### src/rtl/apb_pkg.sv
// Shared definitions for the APB slave controller.
//   apb_state_e   : controller FSM states
//   Pprot*Bit     : bit positions inside PPROT
//   PslverrOk/Err : PSLVERR response codes
//   word_aligned(): true when an address is a multiple of the bus word size
package apb_pkg;

  typedef enum logic [1:0] {
    StIdle,
    StReq,
    StResp,
    StErr
  } apb_state_e;

  localparam int unsigned PprotPrivBit   = 0;
  localparam int unsigned PprotNsBit     = 1;
  localparam int unsigned PprotInstrBit  = 2;

  localparam logic PslverrOk  = 1'b0;
  localparam logic PslverrErr = 1'b1;

  // bytes is a power of two, so alignment is a mask test on the low bits.
  function automatic logic word_aligned(input logic [63:0] addr, input int unsigned bytes);
    logic [63:0] mask;
    mask = 64'(bytes) - 64'd1;
    return (addr & mask) == 64'd0;
  endfunction

endpackage

### src/rtl/apb_timeout_counter.sv
// Counts cycles spent waiting on the backend.
//   pclk, preset : clock and synchronous active-high reset
//   clear        : force the count back to zero (has priority over enable)
//   enable       : advance the count by one this cycle
//   expired      : count has reached TIMEOUT_CYCLES-1
module apb_timeout_counter #(
  parameter int unsigned TIMEOUT_CYCLES = 16
) (
  input  logic pclk,
  input  logic preset,
  input  logic clear,
  input  logic enable,
  output logic expired
);

  localparam int unsigned CntW = $clog2(TIMEOUT_CYCLES);
  localparam logic [CntW-1:0] CntMax = CntW'(TIMEOUT_CYCLES - 1);

  logic [CntW-1:0] count_q;

  assign expired = (count_q == CntMax);

  always_ff @(posedge pclk) begin
    if (preset) begin
      count_q <= '0;
    end else if (clear) begin
      count_q <= '0;
    end else if (enable && !expired) begin
      // Saturate so a non power-of-two limit never wraps past CntMax.
      count_q <= count_q + 1'b1;
    end
  end

endmodule

### src/rtl/apb_slave_ctrl.sv
// APB completer that forwards decoded transfers to a simple request/valid backend.
//   pclk, preset            : clock, synchronous active-high reset
//   paddr..pstrb            : APB request inputs
//   pready, prdata, pslverr : APB response (all registered)
//   slave_*  (outputs)      : latched request presented to the backend while slave_req is high
//   slave_data_valid, slave_read_data, slave_error : backend completion
// Transfers outside [BASE_ADDR, BASE_ADDR+ADDR_SPAN) or not word aligned are answered with an
// immediate error. A silent backend is cut off after TIMEOUT_CYCLES request cycles.
module apb_slave_ctrl
  import apb_pkg::*;
#(
  parameter int unsigned DATA_WIDTH     = 32,
  parameter int unsigned ADDR_WIDTH     = 10,
  parameter int unsigned BYTES_PER_WORD = DATA_WIDTH / 8,
  parameter int unsigned BASE_ADDR      = 0,
  parameter int unsigned ADDR_SPAN      = 1024,
  parameter int unsigned TIMEOUT_CYCLES = 16
) (
  input  logic                      pclk,
  input  logic                      preset,
  input  logic [ADDR_WIDTH-1:0]     paddr,
  input  logic [2:0]                pprot,
  input  logic                      psel,
  input  logic                      penable,
  input  logic                      pwrite,
  input  logic [DATA_WIDTH-1:0]     pwdata,
  input  logic [BYTES_PER_WORD-1:0] pstrb,
  output logic                      pready,
  output logic [DATA_WIDTH-1:0]     prdata,
  output logic                      pslverr,
  output logic                      slave_req,
  output logic [ADDR_WIDTH-1:0]     slave_address,
  output logic [2:0]                slave_protection,
  output logic                      slave_read_write,
  output logic [DATA_WIDTH-1:0]     slave_write_data,
  output logic [BYTES_PER_WORD-1:0] slave_strobe,
  input  logic                      slave_data_valid,
  input  logic [DATA_WIDTH-1:0]     slave_read_data,
  input  logic                      slave_error
);

  apb_state_e                state_q;
  logic                      pready_q;
  logic                      pslverr_q;
  logic [DATA_WIDTH-1:0]     prdata_q;
  logic                      slave_req_q;
  logic [ADDR_WIDTH-1:0]     slave_address_q;
  logic [2:0]                slave_protection_q;
  logic                      slave_read_write_q;
  logic [DATA_WIDTH-1:0]     slave_write_data_q;
  logic [BYTES_PER_WORD-1:0] slave_strobe_q;

  logic        timeout_expired;
  logic        addr_ok;
  logic [63:0] addr_offset;

  // Offset arithmetic in 64 bits: an address below the base wraps to a huge
  // offset, so one unsigned compare covers both ends of the window.
  always_comb begin
    addr_offset = 64'(paddr) - 64'(BASE_ADDR);
    addr_ok     = (addr_offset < 64'(ADDR_SPAN)) && word_aligned(64'(paddr), BYTES_PER_WORD);
  end

  apb_timeout_counter #(
    .TIMEOUT_CYCLES (TIMEOUT_CYCLES)
  ) u_timeout (
    .pclk    (pclk),
    .preset  (preset),
    .clear   (state_q != StReq),
    .enable  (state_q == StReq),
    .expired (timeout_expired)
  );

  always_ff @(posedge pclk) begin
    if (preset) begin
      state_q            <= StIdle;
      pready_q           <= 1'b0;
      pslverr_q          <= PslverrOk;
      prdata_q           <= '0;
      slave_req_q        <= 1'b0;
      slave_address_q    <= '0;
      slave_protection_q <= '0;
      slave_read_write_q <= 1'b0;
      slave_write_data_q <= '0;
      slave_strobe_q     <= '0;
    end else begin
      unique case (state_q)
        StIdle: begin
          // psel with penable already high is a protocol violation and is ignored.
          if (psel && !penable) begin
            slave_address_q    <= paddr - ADDR_WIDTH'(BASE_ADDR);
            slave_protection_q <= pprot;
            slave_read_write_q <= pwrite;
            slave_write_data_q <= pwdata;
            slave_strobe_q     <= pstrb;
            if (addr_ok) begin
              state_q     <= StReq;
              slave_req_q <= 1'b1;
            end else begin
              state_q   <= StErr;
              pready_q  <= 1'b1;
              pslverr_q <= PslverrErr;
              prdata_q  <= '0;
            end
          end
        end
        StReq: begin
          if (!psel) begin
            // Master abandoned the transfer: no response is produced.
            state_q     <= StIdle;
            slave_req_q <= 1'b0;
          end else if (slave_data_valid) begin
            state_q     <= StResp;
            slave_req_q <= 1'b0;
            pready_q    <= 1'b1;
            pslverr_q   <= slave_error;
            prdata_q    <= slave_read_write_q ? '0 : slave_read_data;
          end else if (timeout_expired) begin
            state_q     <= StResp;
            slave_req_q <= 1'b0;
            pready_q    <= 1'b1;
            pslverr_q   <= PslverrErr;
            prdata_q    <= '0;
          end
        end
        StResp, StErr: begin
          state_q   <= StIdle;
          pready_q  <= 1'b0;
          pslverr_q <= PslverrOk;
          prdata_q  <= '0;
        end
        default: begin
          state_q <= StIdle;
        end
      endcase
    end
  end

  assign pready           = pready_q;
  assign pslverr          = pslverr_q;
  assign prdata           = prdata_q;
  assign slave_req        = slave_req_q;
  assign slave_address    = slave_address_q;
  assign slave_protection = slave_protection_q;
  assign slave_read_write = slave_read_write_q;
  assign slave_write_data = slave_write_data_q;
  assign slave_strobe     = slave_strobe_q;

endmodule

### config.mk
export PLATFORM = sky130hd
export DESIGN_NAME = apb_slave_ctrl
export DESIGN_NICKNAME = d
export VERILOG_FILES = /design/src/rtl/apb_pkg.sv /design/src/rtl/apb_timeout_counter.sv /design/src/rtl/apb_slave_ctrl.sv
export SDC_FILE = /design/constraint.sdc
export NUM_CORES = 1
export LEC_CHECK = 0
export ABC_AREA = 1
export BUFFER_PORTS_ARGS = -buffer_cell sky130_fd_sc_hd__buf_4
export CAP_MARGIN = 15
export CORE_UTILIZATION = 40
export CTS_CLUSTER_DIAMETER = 100
export DETAILED_ROUTE_END_ITERATION = 10
export GPL_ROUTABILITY_DRIVEN = 0
export HOLD_SLACK_MARGIN = 0.03
export PLACE_DENSITY = 0.75
export SYNTH_ARGS = -nofsm -noshare
export SYNTH_HDL_FRONTEND = slang
export SYNTH_SLANG_ARGS = --single-unit
### constraint.sdc
create_clock -name pclk -period 1.6 [get_ports pclk]
set_input_delay 0.24 -clock pclk [delete_from_list [all_inputs] [get_ports pclk]]
set_output_delay 0.24 -clock pclk [all_outputs]
set_load 0.01 [all_outputs]
# Word level (Yosys, flattened, before mapping)
# Index checks and enable logic that the tools add are counted.
# classes
n_mul	0
bitwise_logic	0
muxes	28
shifts	0
addsub	1
div_mod_pow	0
n_eq_ne	11
magnitude_cmp	1
reduce_logical	14
# op_table
cell	n
$mux W32	6
$pmux W32 S3	1
$logic_not A64 Y1	1
$mux W1	12
$lt A10 B11 Y1 const B	1
$mux W2	5
$ne A2 B2 Y1 const B	4
$reduce_and A4 Y1	2
$pmux W1 S3	2
$pmux W2 S3	1
$add A4 B1 Y4 const B	1
$eq A2 B2 Y1 const B	2
$eq A4 B4 Y1 const B	1
$ne A4 B4 Y1 const B	1
$reduce_and A2 Y1	2
$reduce_or A2 Y1	2
$logic_and A1 B1 Y1	3
$ne A3 B3 Y1 const B	1
$eq A2 B1 Y1 const B	1
$logic_not A1 Y1	2
$logic_not A2 Y1	1
$ne A2 B1 Y1 const B	1
$pmux W1 S2	1
$reduce_bool A2 Y1	1
# word_totals
ram_bits	0
wordCells	66
rom_bits	0
ff_bits	91
latch_bits	0
memories	0

# Logic depth before layout (Yosys ltp)
# logic_depth
ltp_word	5
ltp_mapped	9

# By module
# Synthesis repeated with hierarchy kept, for this count alone.
# unflattened
hier_cells	488
area_unflattened_um2	3527.1
# modules_own_cells
mod	area_per_inst_um2	seq_area_each_um2	cells_each	n_inst
apb_slave_ctrl	3326.9	1741.7	459	1
apb_timeout_counter	200.2	80.1	29	1

# Worst setup path after synthesis
# No wires, ideal clock.
# synth_timing
path_type	register to register
start	register u_timeout.count_q[0]
end	register prdata_q[0] (netlist: prdata[0])
stages_incl_launch_ff	10
setup_ps	113
n_path_buf	1
period_less_slack_ps	1348
path_slack_ps	252
arrival_time_ps	1236
required_ps	1487
path_cell_list	dfxtp_1 > ha_1 > nand3_1 > nand2_2 > inv_2 > nand2_2 > buf_6 > nand3_1 > nand2_1 > nor2_1
# synth_between
elab_chain_len	3
# synth_rtl
item	line	rtl
start, declared	apb_timeout_counter.sv:19	logic [CntW-1:0] count_q;
start signal, assigned	apb_timeout_counter.sv:30	count_q <= count_q + 1'b1;
$eq A4 B4 Y1	apb_timeout_counter.sv:21	assign expired = (count_q == CntMax);
$ne A3 B3 Y1 (no line)	--	
$reduce_and A4 Y1 (no line)	--	
end signal, assigned	apb_slave_ctrl.sv:117	prdata_q <= slave_read_write_q ? '0 : slave_read_data;
end, declared	apb_slave_ctrl.sv:45	logic [DATA_WIDTH-1:0] prdata_q;
# No other way between the ends.
# A chain may end at the register's enable or synchronous reset.

# Worst setup path after layout
# layout_timing
start	register state_q[0]
end	register pslverr_q (netlist: pslverr)
# layout_between
elab_chain_len	3
word_cells_on_any_way	11
# layout_rtl
item	line	rtl
start, declared	apb_slave_ctrl.sv:42	apb_state_e state_q;
start signal, assigned	apb_slave_ctrl.sv:76	state_q <= StIdle;
start signal, assigned	apb_slave_ctrl.sv:97	state_q <= StReq;
start signal, assigned	apb_slave_ctrl.sv:100	state_q <= StErr;
$eq A2 B1 Y1 (tied with other cells)	apb_slave_ctrl.sv:87	unique case (state_q)
$ne A3 B3 Y1 (no line) (tied with other cells)	--	
$reduce_and A4 Y1 (no line) / $pmux W1 S3 (equally long branches)	--	
end signal, assigned	apb_slave_ctrl.sv:78	pslverr_q <= PslverrOk;
end signal, assigned	apb_slave_ctrl.sv:102	pslverr_q <= PslverrErr;
end signal, assigned	apb_slave_ctrl.sv:116	pslverr_q <= slave_error;
end, declared	apb_slave_ctrl.sv:44	logic pslverr_q;
# Several ways; a longest one is shown, not always the timed one.

==> results by group <==
Critical path
  – CP startpoint: state_q[0]
  – Worst setup EP type: register
  – WS Path Type: reg2reg
  – Critical path arrival: 1.71 ns
  – Critical-path cell list: inv_2 > nor2_2 > nand2_2 > buf_4 > inv_2 > nand2_4 > buf_12 > nand2_1 > nand2_1 > nand2_1 > nor2_1
  – R2R depth: 11
  – Largest stage delay, worst path: 0.38 ns
  – FF-to-FF Start: state_q[0]
  – Worst endpoint required time: 1.85 ns
  – R2r setup slk: 0.14 ns
  – Maximum fanout along the worst path: 9
  – Worst r2r dst: pslverr
  – Crit path top cell by count: nand2_1
  – CP max-delay cell: dfxtp_2
  – Startpoint Class: register

Global route
  – Grt total ovfl: 0
  – Antenna violations before repair: 0
  – First-pass GRT wire length: 16000 µm
  – Largest net degree at the start of global routing: 50
  – Vias in the first global route: 3574
  – Gr usage total: 20.58%

Synthesis
  – Top cell type's share of synthesized area: 50.84%
  – Top-count cell post-synth: nor2_1
  – Mapped Area: 0.003583 mm²
  – Yosys reg bits: 91
  – Post-Syn Nets: 583
  – Top FF cell, synth: dfxtp_1
  – Ys async rst share: 0%
  – Library cells used by synthesis: 20
  – Sequential fraction of the synthesis area: 50.84%
  – Number of synthesized flops with an enable pin: 0
  – Warning count from the yosys run: 0
  – Avg Cell Area, Syn: 7.254 µm²
  – Synth cell count leaders: 171 x nor2_1, 91 x dfxtp_1, 74 x nand2_1
  – Yosys top cell by area: dfxtp_1
  – Syn Inst Count: 494
  – Largest cells by area after synthesis: dfxtp_1 51%, nor2_1 18%, nand2_1 7.8%, o21ai_0 7.4%, nand3_1 5.6%

Detailed routing
  – Routed WL per cell: 12.61 µm
  – Via count: 3764
  – Top Layer Used: met4
  – Met1 WL: 4312 µm
  – Drt pass-1 iters: 4
  – Post-route ant nets: 0
  – # DRC: 0
  – WL final: 9787 µm
  – Initial DRC Count: 87
  – DR WL met3: 850 µm
  – Avg Vias per Cell: 4.851
  – DR WL met2: 4449 µm

Finish
  – Area delta synth->final: 48.18%
  – Share of cells above drive strength 1: 34.13%
  – Number of diodes: 0
  – # fillers: 744
  – Total Nets Final: 752
  – Fin cells: 776

Die
  – Core Box Area: 0.008678 mm²
  – Die Ht: 96.65 µm
  – Num rows: 34
  – Initial core utilization: 41.29%
  – Die area: 0.009341 mm²
  – Die extent in x: 96.65 µm
  – Ports: 173

Clock network
  – CTS Buf Count: 9
  – Clk Latency, worst-skew pair: 0.34 ns
  – CTS max path bufs: 2
  – Clock Tree Root: clkbuf_8
  – H-tree depth: 3
  – Clock edge transition at the registers on the reported setup and hold paths: 0.09 ns
  – Clock Sinks: 91
  – CTS tree: yes

Power
  – Seq pwr share: 48.9%
  – Int Pwr: 3.770 mW
  – Clock power frac: 27.2%
  – VDD IR max: 0.0006490 V
  – Total chip power: 5.317 mW
  – Leakage power: 2.602 nW
  – Power density over the cells: 1001 mW/mm²
  – Switching power share of the total: 29.08%
  – Comb power frac: 23.9%
  – Sw Pwr: 1.546 mW

STA
  – Period utilisation layout: 91.24%
  – RSZ-0062 raised after global routing: true
  – # setup viols final: 0
  – Fin. Hold Viols: 0
  – Max Freq: 685.0 MHz
  – Hold Worst Slack: 0.07380 ns
  – Final Skew: 0.008078 ns
  – Worst rel slew slack: 73.62%
  – Worst-margin pin slew: 0.3957 ns
  – Fin Setup TNS: 0 ns
  – Final min period: 1.460 ns
  – Slew Viols, Final: 0

Run
  – Max-Cap Viols: 0

Min path
  – Hold WC Path Type: in2reg
  – Hold Startpoint: preset
  – Worst hold endpoint: state_q[0]
  – Hold path cells: 2

Status
  – Status: completed

Place
  – Post-DP HPWL: 6555 µm
  – Placed cell count: 754
  – Port buffer count: 172
## worst max-delay path, delay by kind of cell (launching register included)
kind                   cells  cell delay, ns
buffers and inverters      4            0.42
DFF                        1            0.38
and+or+nand+nor            7            0.54
## through the flow
stage / util, % / setup slack (ns) / instance area [µm²]
5_1_grt: 61.19 / -0.003391 / 5310
3_3_place_gp: 57.44 / -0.01503 / 4985
2_1_floorplan: - / 0.2516 / 3583
4_1_cts: 59.99 / 0.02484 / 5206
3_5_place_dp: 57.44 / -0.1518 / 4985
6_report: 61.19 / 0.1402 / 5310
## layer usage
layer	vias up	GRT usage (%)
li1	1895	-
met1	1694	24.86
met2	157	33.69
met3	18	6.575
met4	0	8.611
met5	-	0
## state kept, by name (all words and copies together) (netlist names)
| register | cells |
|---|---|
| prdata | 32 |
| slave_write_data | 32 |
| slave_address | 10 |
| slave_strobe | 4 |
| u_timeout.count_q | 4 |
| slave_protection | 3 |
| state_q | 2 |
| pready | 1 |
| pslverr | 1 |
| slave_read_write | 1 |
| slave_req | 1 |
## cells by family after synthesis
logic type / count (synthesis) / synth area share (%)
DFF: 91 / 50.84
AOI/OAI and AO/OA: 61 / 8.554
buffers and inverters: 43 / 6.180
adders and majority gates: 1 / 0.3491
and+or+nand+nor: 297 / 33.83
xor gates and xnor gates: 1 / 0.2445
## placed cells by master, fill, tap and decap left out
| cell | netlist | layout |
|---|---|---|
| a21oi_1 | 7 | 7 |
| a31oi_1 | 1 | 1 |
| buf_12 | 0 | 7 |
| buf_4 | 8 | 179 |
| clkbuf_16 | 0 | 2 |
| clkbuf_8 | 0 | 11 |
| clkinv_2 | 0 | 1 |
| clkinv_4 | 0 | 2 |
| clkinvlp_4 | 0 | 2 |
| dfxtp_1 | 91 | 87 |
| dfxtp_2 | 0 | 4 |
| ha_4 | 0 | 1 |
| inv_1 | 7 | 6 |
| inv_2 | 5 | 6 |
| nand2_1 | 74 | 74 |
| nand2_2 | 4 | 3 |
| nand2_4 | 0 | 1 |
| nand3_1 | 40 | 39 |
| nand3_2 | 0 | 1 |
| nor2_1 | 171 | 171 |
| nor2_2 | 3 | 3 |
| nor2_4 | 3 | 4 |
| nor3_1 | 1 | 1 |
| nor3_4 | 0 | 1 |
| o21ai_0 | 53 | 53 |
| xnor2_1 | 1 | 1 |
## final cells by class
cell class              instances  area (µm²)  area share, %
inverters                      12       45.04         0.8483
clock inverters                 5       37.54         0.7069
multi-input cells             361        1580          29.76
repair buffers                188        1534          28.89
clock buffers                  11       151.4          2.851
flip-flops and latches         91        1827          34.40
well taps                     108       135.1          2.545
## how the worst max path moves through the flow
stage | slack (ns) | endpoint | cells after the start
after floorplan | 0.25 | prdata[0] | 9
after global placement | -0.02 | prdata[1] | 7
after detailed placement | -0.15 | prdata[9] | 7
after CTS | 0.02 | pslverr | 11
after global routing | -0.003 | pslverr | 11
final | 0.14 | pslverr | 11
## power groups by stage
| stage | clock network (mW) | logic [mW] | registers [mW] |
|---|---|---|---|
| after floorplan | 0 | 0.523 | 2.73 |
| after global placement | 0 | 1.19 | 2.64 |
| after detailed placement | 0 | 1.21 | 2.65 |
| after CTS | 1.49 | 1.25 | 2.60 |
| after global routing | 1.61 | 1.41 | 2.62 |
| final | 1.45 | 1.27 | 2.60 |
## timing repair
item,4_1_cts,5_1_grt
endpoints found under the hold margin,0,0
resized for setup,2,7
pin swaps,1,2
setup endpoints to repair,34,37
setup buffers,1,2
hold buffers,0,0
gates cloned,1,2
No activity file was read; power rests on OpenSTA's default activity.
